===== src/rtl/cache_control_pkg.sv =====
// cache_types: shared FSM state enum, datapath mux encodings and default way count for the L1 cache controller
package cache_types;
  typedef enum logic [1:0] {IDLE, WRITEBACK, ALLOCATE} state_t;
  localparam logic SRC_CPU = 1'b0;
  localparam logic SRC_PMEM = 1'b1;
  localparam logic ADDR_CPU = 1'b0;
  localparam logic ADDR_VICTIM = 1'b1;
  localparam int NUM_WAYS_DEF = 2;
endpackage


===== src/rtl/cache_control_hit_encoder.sv =====
// hit_encoder: one-hot hit vector (hit) to way index (idx, lowest set bit wins) plus any_hit
module hit_encoder #(
  parameter int n = 2,
  parameter int s = $clog2(n)
) (
  input  logic [n-1:0] hit,
  output logic [s-1:0] idx,
  output logic         any_hit
);
  always_comb begin
    idx = '0;
    for (int i = n - 1; i >= 0; i--) idx = hit[i] ? s'(i) : idx;
  end
  assign any_hit = |hit;
endmodule


===== src/rtl/cache_control.sv =====
// cache_control: write-back N-way L1 FSM (IDLE/WRITEBACK/ALLOCATE); ports: clk, rst, CPU mem_read/mem_write/mem_resp, datapath hit/dirty/victim, array strobes way_sel/load_*/data_src/dirty_in/lru_way, pmem_read/pmem_write/pmem_resp/addr_sel; CACHE_PERF_CNT_EN adds saturating hit_count/miss_count
module cache_control
  import cache_types::*;
#(
  parameter int num_ways = NUM_WAYS_DEF,
  parameter int s_way = $clog2(num_ways)
) (
  input  logic                clk,
  input  logic                rst,
  input  logic                mem_read,
  input  logic                mem_write,
  output logic                mem_resp,
  input  logic [num_ways-1:0] hit,
  input  logic [num_ways-1:0] dirty,
  input  logic [s_way-1:0]    victim,
  output logic                pmem_read,
  output logic                pmem_write,
  input  logic                pmem_resp,
  output logic [s_way-1:0]    way_sel,
  output logic                load_data,
  output logic                data_src,
  output logic                load_tag,
  output logic                load_dirty,
  output logic                dirty_in,
  output logic                load_lru,
  output logic [s_way-1:0]    lru_way,
  output logic                addr_sel
`ifdef CACHE_PERF_CNT_EN
  ,
  output logic [31:0]         hit_count,
  output logic [31:0]         miss_count
`endif
);
  state_t state, next;
  logic [s_way-1:0] victim_q, hit_idx;
  logic any_hit;
  logic req;
  assign req = mem_read | mem_write;
  hit_encoder #(.n(num_ways), .s(s_way)) u_enc (.hit(hit), .idx(hit_idx), .any_hit(any_hit));
  always_ff @(posedge clk) begin
    state <= rst ? IDLE : next;
    victim_q <= (state == IDLE && req && !any_hit) ? victim : victim_q;
  end
  always_comb begin
    next = state;
    mem_resp = 1'b0;
    pmem_read = 1'b0;
    pmem_write = 1'b0;
    way_sel = '0;
    load_data = 1'b0;
    data_src = SRC_CPU;
    load_tag = 1'b0;
    load_dirty = 1'b0;
    dirty_in = 1'b0;
    load_lru = 1'b0;
    lru_way = '0;
    addr_sel = ADDR_CPU;
    if (!rst)
      case (state)
        IDLE: if (req) begin
          if (any_hit) begin
            mem_resp = 1'b1;
            load_lru = 1'b1;
            lru_way = hit_idx;
            way_sel = mem_write ? hit_idx : '0;
            load_data = mem_write;
            load_dirty = mem_write;
            dirty_in = mem_write;
          end else begin
            way_sel = victim;
            next = dirty[victim] ? WRITEBACK : ALLOCATE;
          end
        end
        WRITEBACK: begin
          pmem_write = 1'b1;
          addr_sel = ADDR_VICTIM;
          way_sel = victim_q;
          next = pmem_resp ? ALLOCATE : WRITEBACK;
        end
        ALLOCATE: begin
          pmem_read = 1'b1;
          way_sel = victim_q;
          load_data = pmem_resp;
          data_src = pmem_resp ? SRC_PMEM : SRC_CPU;
          load_tag = pmem_resp;
          load_dirty = pmem_resp;
          next = pmem_resp ? IDLE : ALLOCATE;
        end
        default: next = IDLE;
      endcase
  end
`ifdef CACHE_PERF_CNT_EN
  always_ff @(posedge clk) begin
    hit_count <= rst ? '0 : hit_count + 32'(mem_resp && !(&hit_count));
    miss_count <= rst ? '0 : miss_count + 32'(state == IDLE && next != IDLE && !(&miss_count));
  end
`endif
endmodule


===== config.mk =====
export PLATFORM = sky130hd
export DESIGN_NAME = cache_control
export DESIGN_NICKNAME = d
export VERILOG_FILES = /design/src/rtl/cache_control_pkg.sv /design/src/rtl/cache_control_hit_encoder.sv /design/src/rtl/cache_control.sv
export SDC_FILE = /design/constraint.sdc
export NUM_CORES = 1
export LEC_CHECK = 0
export ABC_AREA = 1
export CAP_MARGIN = 20
export CORE_AREA = 2 2 39 41
export DETAILED_ROUTE_END_ITERATION = 6
export DIE_AREA = 0 0 41 43
export DONT_BUFFER_PORTS = 1
export GPL_TIMING_DRIVEN = 1
export MAX_ROUTING_LAYER = met4
export PLACE_DENSITY = 0.52
export SYNTH_ARGS = -nofsm -noshare
export SYNTH_HDL_FRONTEND = slang
export SYNTH_SLANG_ARGS = --single-unit

===== constraint.sdc =====
create_clock -name clk -period 1.92 [get_ports clk]
set_input_delay 0.096 -clock clk [delete_from_list [all_inputs] [get_ports clk]]
set_output_delay 0.096 -clock clk [all_outputs]
set_load 0.02 [all_outputs]

# After elaboration in Yosys (flattened, before gate mapping)
# Index checks and enable logic that the tools add are counted.
# totals
reg_bits	3
latchBits	0
ram_bits	0
rom_bits	0
inputBits	10
out_inout_bits	12
n_memories	0
# op_classes
addsub	0
mul	0
n_div	0
order_cmp	1
eq_ne	4
shifts	0
n_mux	38
bitwise	1
reduce_logical	7
# ops
cell	count
1-bit two-way mux	30
2-bit two-way mux	5
2-bit case mux with 3 select lines	1
2-bit != test (second input constant)	2
1-bit case mux with 2 select lines	2
2-bit OR reduction	2
2-bit by 1-bit == test with 1-bit output (second input constant)	1
2-bit == test (second input constant)	1
1-bit logical AND	2
2-bit zero test	1
1-bit by 2-bit < comparator with 1-bit output (second input constant)	1
2-bit AND reduction	1
1-bit zero test	1
1-bit bitwise OR	1

# Depth between registers and ports, before layout
# logic_depth
word_depth	7
depth_mapped	8
ltp_nobuf	8

# Hierarchy
# Synthesis repeated with hierarchy kept, for this count alone.
# unflattened
hier_cells	60
hier_area_um2	364.1
# by_module_without_submodules
mod	n_inst	cells_per_inst	area_each_um2	seq_area_each_um2
cache_control	1	56	349.1	70.1
hit_encoder	1	4	15.0	0.0

# Worst setup path before layout
# Ideal clock, no wire load.
# synth_path
path_kind	register to output
from	reg state[0]
to	out load_dirty
arrival_time_ps	1422
required_ps	1824
path_slack_ps	402
stages_incl_launch_ff	7
path_buffers	1
cell_sequence	dfxtp_1 -> inv_1 -> ha_1 -> o21ai_2 -> or2_1 -> a21oi_2 -> buf_4
# synth_between
elab_chain_cells	3
# synth_lines
item	line_no	source
start: declaration	cache_control.sv:34	state_t state, next;
start signal: assignment	cache_control.sv:41	state <= rst ? IDLE : next;
2-bit == test or 2-bit zero test (tied branches)	--	
1-bit case mux with 2 select lines *	--	
1-bit two-way mux *	--	
end: declaration	cache_control.sv:23	output logic load_dirty,
# Mark *: on every way between the ends. The rest lies on a longest branch, timed or not.

# Worst setup path after layout
# layout_path
from	reg state[0]
to	out dirty_in
# layout_between
elab_chain_cells	3
# layout_lines
item	line_no	source
2-bit zero test	cache_control.sv:59	case (state)
1-bit two-way mux	cache_control.sv:59	
1-bit two-way mux	cache_control.sv:58	if (!rst)
end: declaration	cache_control.sv:24	output logic dirty_in,
# No other way between the ends.

==> out/metrics.csv <==
metric,value,unit
run status,"complete, no violations",
grt ovf,0,
max cap viols,0,
number of top-level design ports,22,
DRT antenna net count,0,
number of synthesized register bits,3,
GR Util met1,12.3,%
Routed WL per cell,9.12,um
RR Startpoint,state[0],
floorplan row count,14,
worst skew pair latency,0.23,ns
most common cell in the netlist,nand2_1,
fin crit period,1.70,ns
"EDFF count, synth",1,
ANT cells,0,
ys async rst share,0,%
CTS tree,done,
Initial Util,27.4,%
Tot GR Track Use,10.4,%
area grow syn2layout,18.2,%
Worst Setup End Kind,primary output,
average size of a mapped cell,6.02,sq um
Gate Count Post-Synth,63,
crit-path max FO,7,
"Cell Area, Synth",379,sq um
post-CTS setup buffers,0,
cell family with most CP delay,simple AND/OR/NAND/NOR gates,
Via density,4.32,
WP buf/inv,1,
overall via count from detail_route,363,
die area,1760,sq um
core area,1380,sq um
initial antenna violation count,0,
grt met2 use,14.7,%
Hold EP,state[0],
VDD IR max,265,uV
slew margin rel.,74.8,%
Root Buffer,clkbuf_4,
setup ws final,0.218,ns
die height,43,um
Leak,0.234,nW
Total Wirelength,766,um
crit-path max cell delay,0.33,ns
Final Max Slew Viols,0,
CTS max path bufs,2,
area of the multi-input gates,244,sq um
yosys warns,0,
clk sinks,3,
Worst Hold Launch,pmem_resp,
Synth area leader,nand2_1,
busiest grt layer,met2,
largest net degree at the start of global routing,9,
Synth top cells by count,"nand2_1 (17), inv_1 (10), nor2_1 (9)",
top post-synthesis cells by area,"nand2_1 (17%), ha_1 (13%), dfxtp_1 (11%), inv_1 (9.9%), nor2_1 (8.9%)",
library cells used by synthesis,18,
Die Wd,41,um
Post-Syn Nets,77,
Final Util,32.4,%
Setup Viol. Count Final,0,
ordered cell list for the critical path,inv_1 -> ha_1 -> o21ai_2 -> or2_1 -> nor2_1,
number of global-route vias before repair,332,
r2r setup slk,0.61,ns
Final GP Congestion,0.686,
Worst Path Arrival,1.61,ns
Worst-Margin Slew,0.377,ns
Port Buffers,0,
final period utilization,88.6,%
final hold vios,0,
Pre-antenna DRT Iters,3,
final clock skew,0.00204,ns
Fmax,588,MHz
H-Tree Depth,1,
fillers,160,
Detailed Place HPWL,635,um
met3 Usage GRT,3.14,%
Critical R2R Capture,state[1],
DR iter-0 viols,6,
Crit-path slowest cell,dfxtp_1,
"worst slack, placed",0.356,ns
"Reg clk slew, reported paths",0.04,ns
setup TNS,0,ns
FF/Latch Area,70.1,sq um
unrepaired setup endpoints after global routing,no,
DR DRC count,0,
R2R cell count,7,
P per Cell Area,775,nW/um^2
min-delay worst type,primary input to flop,
layout cells sized above 1,16.2,%
Final #Nets,83,
first-pass GRT wire length,1210,um
top-area cell type share of the netlist area,16.8,%
CTS Buf Count,3,
CP Data Required Time,1.82,ns
register area share after synthesis,18.5,%
Synth Flop Type,dfxtp_1,
hold path cells,4,
startpoint types,flop,
critical path class,flop to primary output,
==> sequential cells by signal, summed over array words and instances (netlist names) <==
name	count
state	2
victim_q	1
==> final cells by class <==
cell class	count	area share, %
clock buffer	4	5.87
inverter	10	8.38
multi-input combinational	45	54.5
sequential	3	15.6
tap	16	4.47
timing repair buffer	6	11.2
==> layer usage <==
layer / wire length (um) / share of wire (%) / up-vias
met4: 0 / 0 / 0
met5: 0 / 0 / -
met2: 345 / 45 / 12
met3: 49 / 6.4 / 0
met1: 370 / 48 / 151
li1: - / - / 200
==> through the flow <==
stage | std cells | power [mW] | cell area [sq um] | hold WS, ns
final | 84 | 0.347 | 448 | 0.155
after global placement | 78 | 0.233 | 394 | 0.173
after global routing | 84 | 0.380 | 448 | 0.170
after CTS | 84 | 0.349 | 440 | 0.153
after floorplan | 63 | 0.219 | 379 | 0.195
after detailed placement | 78 | 0.234 | 394 | 0.173
==> repair_timing <==
| action | in CTS | in global routing |
|---|---|---|
| resized for setup | 0 | 1 |
| endpoints found under the setup margin | 0 | 2 |
| hold buffers | 2 | 0 |
| hold endpoints to repair | 3 | 0 |
==> cells in the final DEF, fill, tap and decap left out <==
cell / instances
or2_2: 1
clkbuf_1: 1
nand2_1: 17
dlygate4sd3_1: 2
o21ai_2: 1
inv_1: 10
or2_1: 1
a21oi_4: 1
clkbuf_4: 3
o21ai_0: 1
ha_1: 4
a21oi_1: 2
nor2_1: 9
o21a_1: 1
nand3_1: 4
edfxtp_1: 1
nor2_2: 1
dfxtp_1: 2
buf_4: 4
nor3_1: 2
==> worst register-to-register path, cell delays in order (launching register included) <==
cell and delay (ns):
dfxtp_1 0.37, inv_1 0.08, ha_1 0.29, nand3_1 0.11
nand2_1 0.10, nor2_2 0.11, nand2_1 0.06, a21oi_1 0.11
==> power by group <==
part / switching (mW) / internal [mW]
registers: 0.00711 / 0.0745
logic: 0.103 / 0.0540
clock network: 0.0304 / 0.0777
total: 0.141 / 0.206
==> worst max path at each step <==
stage / slack (ns) / start / endpoint / depth (start not counted)
detailed placement: 0.36 / state[0] / load_dirty / 5
global placement: 0.39 / state[0] / load_dirty / 5
floorplan: 0.40 / state[0] / load_dirty / 6
global route: 0.07 / state[0] / dirty_in / 5
CTS: 0.11 / state[0] / load_dirty / 5
finish: 0.22 / state[0] / dirty_in / 5
==> cell families after synthesis <==
group	share of synthesized area, %
AO/OA/AOI/OAI	10.6
buffers and inverters	19.1
adder cells (fa/ha/maj)	13.2
AND/OR/NAND/NOR	38.6
flip-flops	18.5
(Power assumes the default switching activity.)
